File: config.mk
export PLATFORM = sky130hd
export DESIGN_NAME = pipe_hazard_ctrl
export DESIGN_NICKNAME = d
export VERILOG_FILES = /design/src/rtl/pipe_pkg.sv /design/src/rtl/pipe_slot_reg.sv /design/src/rtl/pipe_hazard_ctrl.sv
export SDC_FILE = /design/constraint.sdc
export NUM_CORES = 1
export LEC_CHECK = 0
export BUFFER_PORTS_ARGS = -buffer_cell sky130_fd_sc_hd__buf_2
export CORE_MARGIN = 4
export CORE_UTILIZATION = 24
export CTS_BUF_LIST = sky130_fd_sc_hd__clkbuf_16
export DETAILED_ROUTE_END_ITERATION = 10
export SLEW_MARGIN = 20
export SYNTH_ARGS = -nofsm -noshare
export SYNTH_HDL_FRONTEND = slang
export SYNTH_SLANG_ARGS = --single-unit
File: constraint.sdc
create_clock -name clock -period 1.9 [get_ports clock]
set_input_delay 0.19 -clock clock [delete_from_list [all_inputs] [get_ports clock]]
set_output_delay 0.19 -clock clock [all_outputs]
set_load 0.02 [all_outputs]
File: src/rtl/pipe_pkg.sv
// Shared definitions for the pipeline hazard controller: default widths,
// the in-flight slot record and the regfile bypass select code.
`timescale 1ns/100ps
package pipe_pkg;

  localparam int PIPE_DATA_W = 32;
  localparam int PIPE_REG_AW = 5;

  // Select value meaning "read the register file, no forwarding".
  localparam int BYP_REGFILE = 0;

  typedef struct packed {
    logic                   valid;
    logic                   wr;
    logic                   is_load;
    logic [PIPE_REG_AW-1:0] rd;
    logic [PIPE_DATA_W-1:0] insn;
  } slot_t;

endpackage

File: src/rtl/pipe_slot_reg.sv
// One in-flight pipeline slot: loads its upstream neighbour every edge, or an
// all-zero bubble when bubble is asserted; cleared asynchronously by reset low.
`timescale 1ns/100ps
module pipe_slot_reg #(
  parameter int DATA_W = 32,
  parameter int REG_AW = 5
) (
  input  logic              clock,
  input  logic              reset,
  input  logic              bubble,
  input  logic              in_valid,
  input  logic              in_wr,
  input  logic              in_is_load,
  input  logic [REG_AW-1:0] in_rd,
  input  logic [DATA_W-1:0] in_insn,
  output logic              q_valid,
  output logic              q_wr,
  output logic              q_is_load,
  output logic [REG_AW-1:0] q_rd,
  output logic [DATA_W-1:0] q_insn
);

  always_ff @(posedge clock or negedge reset) begin
    if (!reset) begin
      q_valid   <= 1'b0;
      q_wr      <= 1'b0;
      q_is_load <= 1'b0;
      q_rd      <= '0;
      q_insn    <= '0;
    end else if (bubble) begin
      q_valid   <= 1'b0;
      q_wr      <= 1'b0;
      q_is_load <= 1'b0;
      q_rd      <= '0;
      q_insn    <= '0;
    end else begin
      q_valid   <= in_valid;
      q_wr      <= in_wr;
      q_is_load <= in_is_load;
      q_rd      <= in_rd;
      q_insn    <= in_insn;
    end
  end

endmodule

File: src/rtl/pipe_hazard_ctrl.sv
// Parametrised pipeline control: in-flight slot chain, RAW bypass selects and
// load-use stall with flush override. Optional PIPE_HAZARD_PERF_EN adds counters.
`timescale 1ns/100ps
module pipe_hazard_ctrl
  import pipe_pkg::*;
#(
  parameter int DATA_W = PIPE_DATA_W,
  parameter int REG_AW = PIPE_REG_AW,
  parameter int STAGES = 3,
  parameter int SEL_W  = $clog2(STAGES+1)
) (
  input  logic                     clock,
  input  logic                     reset,
  input  logic                     dec_valid,
  output logic                     dec_ready,
  input  logic [DATA_W-1:0]        dec_insn,
  input  logic [REG_AW-1:0]        dec_rs,
  input  logic [REG_AW-1:0]        dec_rt,
  input  logic                     dec_rs_used,
  input  logic                     dec_rt_used,
  input  logic [REG_AW-1:0]        dec_rd,
  input  logic                     dec_wr,
  input  logic                     dec_is_load,
  input  logic                     flush,
  output logic [SEL_W-1:0]         byp_a_sel,
  output logic [SEL_W-1:0]         byp_b_sel,
  output logic [STAGES-1:0]        stg_valid,
  output logic [STAGES*DATA_W-1:0] stg_insn,
  output logic [STAGES*REG_AW-1:0] stg_rd,
  output logic [STAGES-1:0]        stg_wr
`ifdef PIPE_HAZARD_PERF_EN
  ,
  output logic [31:0]              perf_stall_cnt,
  output logic [31:0]              perf_retire_cnt
`endif
);

  logic [STAGES-1:0] s_load;
  logic [REG_AW-1:0] s_rd [STAGES];
  logic [STAGES-1:0] prod_a;
  logic [STAGES-1:0] prod_b;
  logic              stall;
  logic              slot1_bubble;
  logic              unused_last_load;

  // The oldest slot's load flag has no consumer; it only matters in slot 1.
  assign unused_last_load = s_load[STAGES-1];

  genvar gi;
  generate
    for (gi = 0; gi < STAGES; gi++) begin : g_slot
      logic              bub;
      logic              v;
      logic              w;
      logic              l;
      logic [REG_AW-1:0] r;
      logic [DATA_W-1:0] i;
      logic [DATA_W-1:0] q_insn;

      if (gi == 0) begin : g_head
        assign bub = slot1_bubble;
        assign v   = dec_valid;
        assign w   = dec_wr;
        assign l   = dec_is_load;
        assign r   = dec_rd;
        assign i   = dec_insn;
      end else begin : g_tail
        assign bub = 1'b0;
        assign v   = stg_valid[gi-1];
        assign w   = stg_wr[gi-1];
        assign l   = s_load[gi-1];
        assign r   = s_rd[gi-1];
        assign i   = g_slot[gi-1].q_insn;
      end

      pipe_slot_reg #(
        .DATA_W (DATA_W),
        .REG_AW (REG_AW)
      ) u_slot (
        .clock      (clock),
        .reset      (reset),
        .bubble     (bub),
        .in_valid   (v),
        .in_wr      (w),
        .in_is_load (l),
        .in_rd      (r),
        .in_insn    (i),
        .q_valid    (stg_valid[gi]),
        .q_wr       (stg_wr[gi]),
        .q_is_load  (s_load[gi]),
        .q_rd       (s_rd[gi]),
        .q_insn     (q_insn)
      );

      assign stg_insn[(gi+1)*DATA_W-1 -: DATA_W] = q_insn;
      assign stg_rd[(gi+1)*REG_AW-1 -: REG_AW]   = s_rd[gi];

      // r0 is never a producer, and a bubble has wr=0 so it never matches.
      assign prod_a[gi] = stg_valid[gi] & stg_wr[gi] & (s_rd[gi] == dec_rs)
                          & (dec_rs != '0) & dec_rs_used;
      assign prod_b[gi] = stg_valid[gi] & stg_wr[gi] & (s_rd[gi] == dec_rt)
                          & (dec_rt != '0) & dec_rt_used;
    end
  endgenerate

  // Scan oldest to youngest so the youngest producer overwrites the choice.
  always_comb begin
    byp_a_sel = SEL_W'(BYP_REGFILE);
    byp_b_sel = SEL_W'(BYP_REGFILE);
    for (int k = STAGES; k >= 1; k--) begin
      if (prod_a[k-1]) byp_a_sel = SEL_W'(k);
      if (prod_b[k-1]) byp_b_sel = SEL_W'(k);
    end
  end

  assign stall        = dec_valid & ~flush & s_load[0] & (prod_a[0] | prod_b[0]);
  assign dec_ready    = ~stall;
  assign slot1_bubble = flush | stall | ~dec_valid;

`ifdef PIPE_HAZARD_PERF_EN
  always_ff @(posedge clock or negedge reset) begin
    if (!reset) begin
      perf_stall_cnt  <= '0;
      perf_retire_cnt <= '0;
    end else begin
      if (stall)               perf_stall_cnt  <= perf_stall_cnt + 32'd1;
      if (stg_valid[STAGES-1]) perf_retire_cnt <= perf_retire_cnt + 32'd1;
    end
  end
`endif

endmodule

==> metrics.log <==
INFO  metric outcome = complete, but fails checks
INFO  metric failed_checks = setup timing
INFO  metric fin_crit_sh = 1.13
INFO  metric coreArea = 15800 um2
INFO  metric dp.cells = 659
INFO  metric crit_arrival = 1.96 ns
INFO  metric place.gp.congestion = 0.799
INFO  metric finish.net_count = 566
INFO  metric grt_overflow_total = 0
INFO  metric layout.cells.most_common = buf_2
INFO  metric tritoncts_clock_tree = done
INFO  metric route.final.wire_length = 11.1 mm
INFO  metric min_delay_worst_endpoint = g_slot[0].u_slot.q_is_load$_DFF_PN0_
INFO  metric finalMaxSlewViolations = 0
INFO  metric post_synth.cell_area_avg = 14.3 um2
INFO  metric vias = 2902
INFO  metric finish.cell_count_without_fillers = 740
INFO  metric io_buffers = 176
INFO  metric timing_worst_setup_path_type = flop to primary output
INFO  metric critical_path.max_fanout = 3
INFO  metric r2r-end = g_slot[0].u_slot.q_insn[3]$_DFF_PN0_
INFO  metric ys_seq_area_frac = 0.766
INFO  metric hold_start = dec_is_load
INFO  metric detailedRoute.firstIterationViolations = 98
INFO  metric report.final.setup_viol = 5
INFO  metric post-place-ws = 0.0388 ns
INFO  metric fmaxAchievable = 466 MHz
INFO  metric dp.final_hpwl = 7.98 mm
INFO  metric hold_path_depth = 3
INFO  metric ports = 177
INFO  metric avgViaCountPerCell = 3.92
INFO  metric post_synth_instance_area = 3860 um2
INFO  metric synthesis.instances = 270
INFO  metric reg2reg_setup_slack = 0.09 ns
INFO  metric synthTopCellsByArea = dfrtp_1 (77%), xnor2_1 (5.5%), nand2_1 (4.2%), nor2_1 (2.5%), nor2_2 (1.8%)
INFO  metric unrepaired_setup_endpoints_after_global_routing = true
INFO  metric startpoint_type = flop
INFO  metric buffer_levels_on_the_longest_clock_path = 2
INFO  metric clockRootBuffer = clkbuf_16
INFO  metric grt_pass1_vias = 3240
INFO  metric ant_nets = 0
INFO  metric clock_buffers_created_by_tritoncts = 17
INFO  metric antenna_cells = 0
INFO  metric hold_viol = 0
INFO  metric synth_nets = 325
INFO  metric synth_top_cell_by_area = dfrtp_1
INFO  metric std_cell_rows = 46
INFO  metric ys_seq_elements = 118
INFO  metric timing.slew.headroom = 0.698
INFO  metric antenna_found_initial = 0
INFO  metric worst_setup_hold_path_clk_slew = 0.05 ns
INFO  metric p_per_area = 1050 nW/um2
INFO  metric cp-end-kind = primary output
INFO  metric most_frequent_cells_in_the_layout = buf_2 (170), dfrtp_1 (118), nand2_1 (42)
INFO  metric final_layout_size_suffix_gt1_frac = 0.502
INFO  metric tightest_slew = 0.453 ns
INFO  metric initial_core_util = 0.244
INFO  metric final_critical_path_setup_slack = -0.247 ns
INFO  metric maxCapViolCount = 0
INFO  metric floorplan.die_area = 18200 um2
INFO  metric routed_wire_length_per_instance = 15.0 um
INFO  metric firstDrtPassIters = 4
INFO  metric fillerInstances = 1500
INFO  metric maximum_number_of_pins_on_one_net_before_global_route_repair = 63
INFO  metric timing.rr.start = g_slot[0].u_slot.q_rd[4]$_DFF_PN0_
INFO  metric fin_tns_setup = -1.11 ns
INFO  metric worst_ir_drop_vdd = 524 uV
INFO  metric synth_top_area_frac = 0.766
INFO  metric area_growth_from_synthesis_to_layout = 62.3%
INFO  metric ys.warnings.count = 0
INFO  metric timing.hold.worst.class = input pin to flop
INFO  metric detailed_route_drc_error_count = 0
INFO  metric clock_insertion_delay_worst_skew = 0.41 ns
INFO  metric finalWorstPathRequiredPeriod = 2.15 ns
INFO  metric die_w = 135 um
INFO  metric die_height = 135 um
INFO  metric clock_sink_count = 118
INFO  metric largest_clock_skew_in_the_final_design = 0.0115 ns
INFO  metric static-leakage-power = 0.00337 uW
INFO  metric grt_use_total = 0.128
INFO  metric grt_pass1_wl = 17.6 mm
INFO  metric yosysUniqueCellTypes = 21
INFO  metric cell_count_of_the_worst_reg_to_reg_path = 7
INFO  metric htree_levels = 4
INFO  metric endpoint_required_time_on_the_critical_path = 1.71 ns
per-stage QoR:
| stage | area (um2) | total power, uW | util | hold slack (ns) |
|---|---|---|---|---|
| after floorplan | 3860 | 2930 | - | -0.106 |
| after global placement | 5030 | 3190 | 0.318 | 0.0619 |
| after detailed placement | 5030 | 3200 | 0.318 | 0.0707 |
| after CTS | 6150 | 6670 | 0.389 | 0.0125 |
| after global routing | 6260 | 6870 | 0.395 | 0.0143 |
| final | 6260 | 6580 | 0.395 | 0.0287 |
worst max-delay path, cell delays in order, from the launching register on:
cell and delay [ns]:
dfrtp_1 0.40, xnor2_1 0.19, nand4_1 0.19, nor4_4 0.36, buf_4 0.17, nand2b_1 0.12
buf_6 0.12
how the worst max path moves through the flow:
stage | startpoint | endpoint | slack, ns | depth (start not counted)
final | g_slot[0].u_slot.q_rd[4]$_DFF_PN0_ | byp_b_sel[0] | -0.25 | 6
after global routing | g_slot[1].u_slot.q_rd[3]$_DFF_PN0_ | byp_b_sel[0] | -0.37 | 6
after global placement | dec_rs[3] | byp_a_sel[0] | 0.04 | 8
after detailed placement | dec_rs[3] | byp_a_sel[0] | 0.04 | 8
after CTS | g_slot[2].u_slot.q_rd[2]$_DFF_PN0_ | byp_b_sel[0] | -0.25 | 6
after floorplan | g_slot[1].u_slot.q_rd[0]$_DFF_PN0_ | byp_a_sel[1] | 0.07 | 4
state kept, by name, indices dropped and copies added, names as in the netlist:
name                     cells
g_slot.u_slot.q_valid        3
g_slot.u_slot.q_rd          15
g_slot.u_slot.q_wr           3
g_slot.u_slot.q_is_load      1
g_slot.u_slot.q_insn        96
synth_stat cells:
| cell | instances |
|---|---|
| o21a_4 | 1 |
| a21oi_1 | 2 |
| nand2_1 | 43 |
| nor4_1 | 1 |
| buf_8 | 1 |
| o21ai_2 | 1 |
| nand4_1 | 6 |
| clkbuf_1 | 5 |
| xnor2_1 | 24 |
| nor2_2 | 11 |
| nor2_1 | 26 |
| nor2_4 | 2 |
| buf_6 | 3 |
| buf_4 | 6 |
| nand2b_1 | 4 |
| nor2b_1 | 2 |
| or4_1 | 6 |
| o21ai_1 | 1 |
| xor2_1 | 6 |
| nor4_2 | 1 |
| dfrtp_1 | 118 |
area by class of cell:
class | count | area (um2) | share of cell area
well taps | 216 | 270 | 0.0432
clock inverters | 15 | 204 | 0.0326
clock buffers | 17 | 425 | 0.0680
repair buffers | 237 | 1510 | 0.241
flip-flops and latches | 118 | 2950 | 0.472
multi-input cells | 137 | 900 | 0.144
power breakdown:
group / total (uW) / switching [uW] / leakage (uW) / internal [uW]
clock: 3350 / 1150 / 0.000286 / 2200
combinational: 571 / 335 / 0.00150 / 236
sequential: 2670 / 53.6 / 0.00159 / 2610
total: 6580 / 1540 / 0.00337 / 5040
layer usage:
metal,vias up,share of wire,global-route usage
li1,1343,-,-
met1,1427,0.38,0.140
met4,0,0.026,0.0628
met2,107,0.53,0.219
met5,-,0,0
met3,25,0.061,0.0458
what timing repair did:
item / in CTS / in global routing
endpoints found under the setup margin: 5 / 9
endpoints found under the hold margin: 153 / 0
hold buffers: 36 / 0
buffers inserted: 5 / 8
resized for setup: 20 / 9
pin swaps: 14 / 8
kinds of logic after synthesis:
kind of cell,synth area share
compound gates,0.0101
xor+xnor,0.0681
buf+inv,0.0292
flops,0.766
simple gates,0.127
Power figures use the tool's default switching activity.
